## src/rtl/arith_seq_unit.sv

```systemverilog
// Arithmetic half of the ALU: single-cycle signed ADD/SUB, and signed MUL/MULH
// computed by an iterative shift-add over WL cycles. Uses a start/busy/done handshake.
module arith_seq_unit #(
    parameter int WL = 32
) (
    input  logic          clk,
    input  logic          rst_n,
    input  logic          start,
    input  logic [1:0]    opSel,
    input  logic [WL-1:0] Ain,
    input  logic [WL-1:0] Bin,
    output logic [WL-1:0] Aout,
    output logic          busy,
    output logic          done,
    output logic          ovf,
    output logic          zero,
    output logic [1:0]    dbg_state
);

    // Handshake: start is sampled on every rising edge and is accepted only while
    // busy=0 (IDLE or DONE). Operands and opSel are captured at the accepting edge.
    // busy is high while a multiply iterates. done is high for exactly one cycle
    // after each result write. busy and done are never high together.

    localparam int CW = (WL > 1) ? $clog2(WL) : 1;

    typedef enum logic [1:0] {
        IDLE = 2'd0,
        MUL  = 2'd1,
        DONE = 2'd2
    } state_t;

    state_t state, state_nxt;

    logic [2*WL-1:0] acc;
    logic [2*WL-1:0] mcand;
    logic [WL-1:0]   mplier;
    logic [CW-1:0]   cnt;
    logic            neg_q;
    logic            mulh_q;

    logic            accept;
    logic            last_iter;
    logic [WL-1:0]   sum, diff, addsub_res;
    logic            addsub_ovf;
    logic [WL-1:0]   a_mag, b_mag;
    logic [2*WL-1:0] addend, acc_nxt, prod;
    logic [WL-1:0]   mul_res;
    logic            mul_ovf;

    assign busy      = (state == MUL);
    assign done      = (state == DONE);
    assign dbg_state = state;
    assign last_iter = (state == MUL) && (cnt == CW'(WL - 1));

    always_comb begin
        state_nxt = state;
        accept    = 1'b0;
        case (state)
            IDLE, DONE: begin
                if (start) begin
                    accept    = 1'b1;
                    state_nxt = opSel[1] ? MUL : DONE;
                end else begin
                    state_nxt = IDLE;
                end
            end
            MUL: begin
                if (last_iter) state_nxt = DONE;
            end
            default: state_nxt = IDLE;
        endcase
    end

    always_comb begin
        sum        = Ain + Bin;
        diff       = Ain - Bin;
        addsub_res = opSel[0] ? diff : sum;
        if (opSel[0])
            addsub_ovf = (Ain[WL-1] != Bin[WL-1]) && (addsub_res[WL-1] != Ain[WL-1]);
        else
            addsub_ovf = (Ain[WL-1] == Bin[WL-1]) && (addsub_res[WL-1] != Ain[WL-1]);
        // The most negative value negates to itself, which read unsigned is 2^(WL-1).
        a_mag = Ain[WL-1] ? (~Ain + 1'b1) : Ain;
        b_mag = Bin[WL-1] ? (~Bin + 1'b1) : Bin;
    end

    always_comb begin
        addend  = mplier[0] ? mcand : '0;
        acc_nxt = acc + addend;
        prod    = neg_q ? (~acc_nxt + 1'b1) : acc_nxt;
        mul_res = mulh_q ? prod[2*WL-1:WL] : prod[WL-1:0];
        mul_ovf = mulh_q ? 1'b0 : (prod[2*WL-1:WL] != {WL{prod[WL-1]}});
    end

    always_ff @(posedge clk or negedge rst_n) begin
        if (!rst_n) state <= IDLE;
        else        state <= state_nxt;
    end

    always_ff @(posedge clk or negedge rst_n) begin
        if (!rst_n) begin
            Aout   <= '0;
            ovf    <= 1'b0;
            zero   <= 1'b1;
            acc    <= '0;
            mcand  <= '0;
            mplier <= '0;
            cnt    <= '0;
            neg_q  <= 1'b0;
            mulh_q <= 1'b0;
        end else if (accept) begin
            if (!opSel[1]) begin
                Aout <= addsub_res;
                ovf  <= addsub_ovf;
                zero <= (addsub_res == '0);
            end else begin
                mcand  <= {{WL{1'b0}}, a_mag};
                mplier <= b_mag;
                neg_q  <= Ain[WL-1] ^ Bin[WL-1];
                mulh_q <= opSel[0];
                acc    <= '0;
                cnt    <= '0;
            end
        end else if (state == MUL) begin
            acc    <= acc_nxt;
            mcand  <= mcand << 1;
            mplier <= mplier >> 1;
            cnt    <= cnt + 1'b1;
            if (last_iter) begin
                Aout <= mul_res;
                ovf  <= mul_ovf;
                zero <= (mul_res == '0);
            end
        end
    end

endmodule

```

## config.mk

```make
export PLATFORM = sky130hd
export DESIGN_NAME = arith_seq_unit
export DESIGN_NICKNAME = d
export VERILOG_FILES = /design/src/rtl/arith_seq_unit.sv
export SDC_FILE = /design/constraint.sdc
export NUM_CORES = 1
export LEC_CHECK = 0
export ABC_CLOCK_PERIOD_IN_PS = 18200
export CAP_MARGIN = 20
export CORE_MARGIN = 3
export CORE_UTILIZATION = 50
export CTS_BUF_LIST = sky130_fd_sc_hd__clkbuf_8
export CTS_CLUSTER_SIZE = 20
export DETAILED_ROUTE_END_ITERATION = 8
export HOLD_SLACK_MARGIN = 0.15
export PLACE_DENSITY = 0.72
export RECOVER_POWER = 25
export SYNTH_ARGS = -nofsm -noshare
export SYNTH_HDL_FRONTEND = slang
export SYNTH_SLANG_ARGS = --single-unit
export TNS_END_PERCENT = 10
```

## constraint.sdc

```tcl
create_clock -name clk -period 18.2 [get_ports clk]
set_clock_uncertainty 0.2 [all_clocks]
set_input_delay 1.82 -clock clk [delete_from_list [all_inputs] [get_ports clk]]
set_output_delay 1.82 -clock clk [all_outputs]
set_load 0.02 [all_outputs]
```

==> metrics.md <==
| Metric | Value |
|---|---|
| Warning count from the yosys run | `0` |
| TritonCTS Buffers | `41` |
| Detailed-route via count | `19959` |
| CTS tree | `yes` |
| Worst-Margin Slew | `4000 ps` |
| Largest net degree at the start of global routing | `88` |
| Post-cts resize count | `0` |
| DIE AREA | `0.0409 sq mm` |
| Unrepaired setup endpoints after global routing | `no` |
| Seq cells post-synth | `203` |
| Clock power frac | `14.7%` |
| P_int | `~1.7 mW` |
| Core footprint | `0.0378 sq mm` |
| Period minus WS final | `8410 ps` |
| Fmax | `119 MHz` |
| EDFF count, synth | `0` |
| Postcts setup bufs | `0` |
| Most used DFF post-synth | `dfrtp_1` |
| Failing checks | `capacitance limit, slew limit` |
| Hold Fails Final Rpt | `0` |
| Vias in the first global route | `between 15000 and 20000` |
| Detailed Route WL | `70500 um` |
| Hold depth | `2` |
| Nets | `2731` |
| Rel. slew slack | `-167%` |
| Psw | `1.85 mW` |
| Worst Path Required | `18520 ps` |
| Num ports | `107` |
| Post-synthesis sequential area ratio | `26.4%` |
| Comb pwr share | `63.4%` |
| Area leader, netlist | `dfrtp_1` |
| Worst Hold Endpoint | `Aout[12]` |
| Synth unique cells | `87` |
| Rows | `71` |
| CTS Hold Buffers Added | `0` |
| Synth async-reset ratio | `between 90% and 100%` |
| Mapped Area | `around 0.019 sq mm` |
| Peak VDD IR | `0.0742 mV` |
| Worst Setup End Kind | `register` |
| Hold crit path type | `reg -> reg` |
| Cell with the most instances after synthesis | `nand2_1` |
| Fin crit share | `46.2%` |
| GRT Total Usage | `between 30% and 40%` |
| Share of cells above drive strength 1 | `5.48%` |
| R2R Setup Slk | `10270 ps` |
| Area after DPL | `0.0206 sq mm` |
| CTS Root Cell | `clkbuf_8` |
| Switch share | `approximately 52%` |
| Design Area, Final | `0.0215 sq mm` |
| ANT cells | `0` |
| Worst skew pair latency | `610 ps` |
| Reg2reg start | `mplier[0]` |
| Reg2Reg Depth | `18` |
| GP Congestion | `0.974` |
| Post-route ant nets | `0` |
| Slew Viols, Final | `roughly 130` |
| Setup-failing EPs final | `0` |
| Synth top area cells | `dfrtp_1 (26%), ha_1 (6.5%), o21ai_0 (6.5%), nand2_1 (6.2%), xnor2_1 (5.2%)` |
| CP Class | `in -> reg` |
| Final setup TNS | `0 ps` |
| Max cap viols | `2` |
| Cell count after synthesis | `2541` |
| Syn Area/Cell | `7.58 sq um` |
| H-tree Lvls | `2` |
| P&R area growth vs syn | `11.5%` |
| Run status | `complete, but fails checks` |
| Leakage power | `~8.9 nW` |
| Total gr overflow | `0` |
| Seq pwr share | `~22%` |
| DRC | `0` |
| CP startpoint kind | `input pin` |
| Vias per inst | `6.44` |
| Width of the die | `202 um` |
| Top post-synthesis cells by count | `nand2_1 (318), o21ai_0 (250), dfrtp_1 (202), nor2_1 (177), a21oi_1 (174)` |
| WL/cell | `between 20 and 25 um` |
| Crit Path Max Fanout | `6` |
| CTS sink cnt | `203` |
| Clk buf depth | `3` |
| Drt pass-1 iters | `5` |
| DRT iter0 DRCs | `1748` |
| Syn nets | `2712` |
| Initial core utilization | `50.9%` |
| Port Buf Inserts | `approximately 110` |
| Hold Crit Start | `Aout[12]` |
| DP HPWL | `54100 um` |
| Global-route wire length before repair | `approximately 110000 um` |
| Die span in y | `slightly above 200 um` |
| Share of the synthesized area in the top cell type | `26.2%` |
| Critical Path AT | `approximately 8700 ps` |
| Total power divided by cell area | `166 mW/mm^2` |
| Initial antenna violation count | `1` |
| Tot Pwr | `3.56 mW` |
| Clk pin slew, worst setup/hold paths | `50 ps` |
| RR Endpoint | `zero` |
kinds of logic after synthesis:
logic type | count (synthesis) | share of synthesized area, %
flip-flops | 203 | 26.4
multiplexers | 17 | 0.910
AND/OR/NAND/NOR | 1014 | 26.1
AO/OA/AOI/OAI | 797 | 26.3
XOR/XNOR | 211 | 9.60
buffers and inverters | 197 | 3.94
adder cells (fa/ha/maj) | 102 | 6.71
sequential cells by signal, indices dropped and copies added, names as in the netlist:
signal	cells
acc	64
mcand	64
Aout	32
mplier	32
cnt	5
dbg_state	2
mulh_q	1
neg_q	1
ovf	1
zero	1
power groups by stage:
stage                     clock (mW)  combinational, mW  sequential, mW
after floorplan                    0               1.50           0.778
final                          0.524               2.25           0.778
after global placement             0               2.18           0.775
after detailed placement           0               2.20           0.781
after CTS                      0.534               2.21           0.776
after global routing           0.553               2.45           0.800
metal layers:
metal  wire [um]  vias up  GRT usage (%)  part of all wire (%)
li1            -     9378              -                     -
met1       29700     9534           44.9                    42
met2       31600      887           53.0                    45
met3        5370      160           5.73                   7.6
met4        3750        0           16.1                   5.3
met5           0        -              0                     0
final cells by class:
cell class                 count  area [sq um]
clock buffer                  52           716
clock inverter                21           178
fill                        3663         16400
inverter                      37           141
multi-input combinational   2141         13400
sequential                   203          5080
tap                          511           639
timing repair buffer         136          1280
how the worst max path moves through the flow:
stage                      start    to  slack, ps  depth (start not counted)
final                     Bin[1]  zero       9790                         25
after global routing      Bin[1]  zero       9480                         25
after CTS                 Bin[1]  zero       9930                         25
after detailed placement  Bin[1]  zero       9300                         25
after global placement    Bin[1]  zero       9350                         25
after floorplan           Bin[1]  zero      10360                         24
metrics by stage:
stage	worst slack, ps	utilization (%)	hold WS [ps]	instances
after CTS	9930	56.8	292	3100
after detailed placement	9300	54.4	276	3027
final	9790	56.8	284	3101
after global placement	9350	54.4	261	3027
after floorplan	10360	-	256	2541
after global routing	9480	56.8	325	3101
worst max-delay path, cell delays in order:
cell and delay, ps:
clkdlybuf4s50_1 460, or2_2 360, or4_1 460, or3_1 360, or3_1 340, or3_1 350, or3_1 390, or3_1 370
or3_1 370, or3_1 360, or3_1 370, nor2b_1 160, xnor2_1 140, ha_1 360, nand2_1 80, o21ai_0 80
a41o_1 260, o41ai_1 420, o2111ai_1 250, o31ai_1 290, xnor2_1 190, xnor2_1 170, nor2_1 60, a32oi_1 170
nand2_1 70
placed cells by master, fill, tap and decap left out, types with 85 or more instances in the layout:
cell	instances
o21ai_0	250
ha_1	100
nand2_1	317
xnor2_1	115
dfrtp_1	201
nor2_1	176
xor2_1	96
a21oi_1	174
clkdlybuf4s50_1	105
and2_1	85
nand3_1	94
Power figures use the tool's default switching activity.
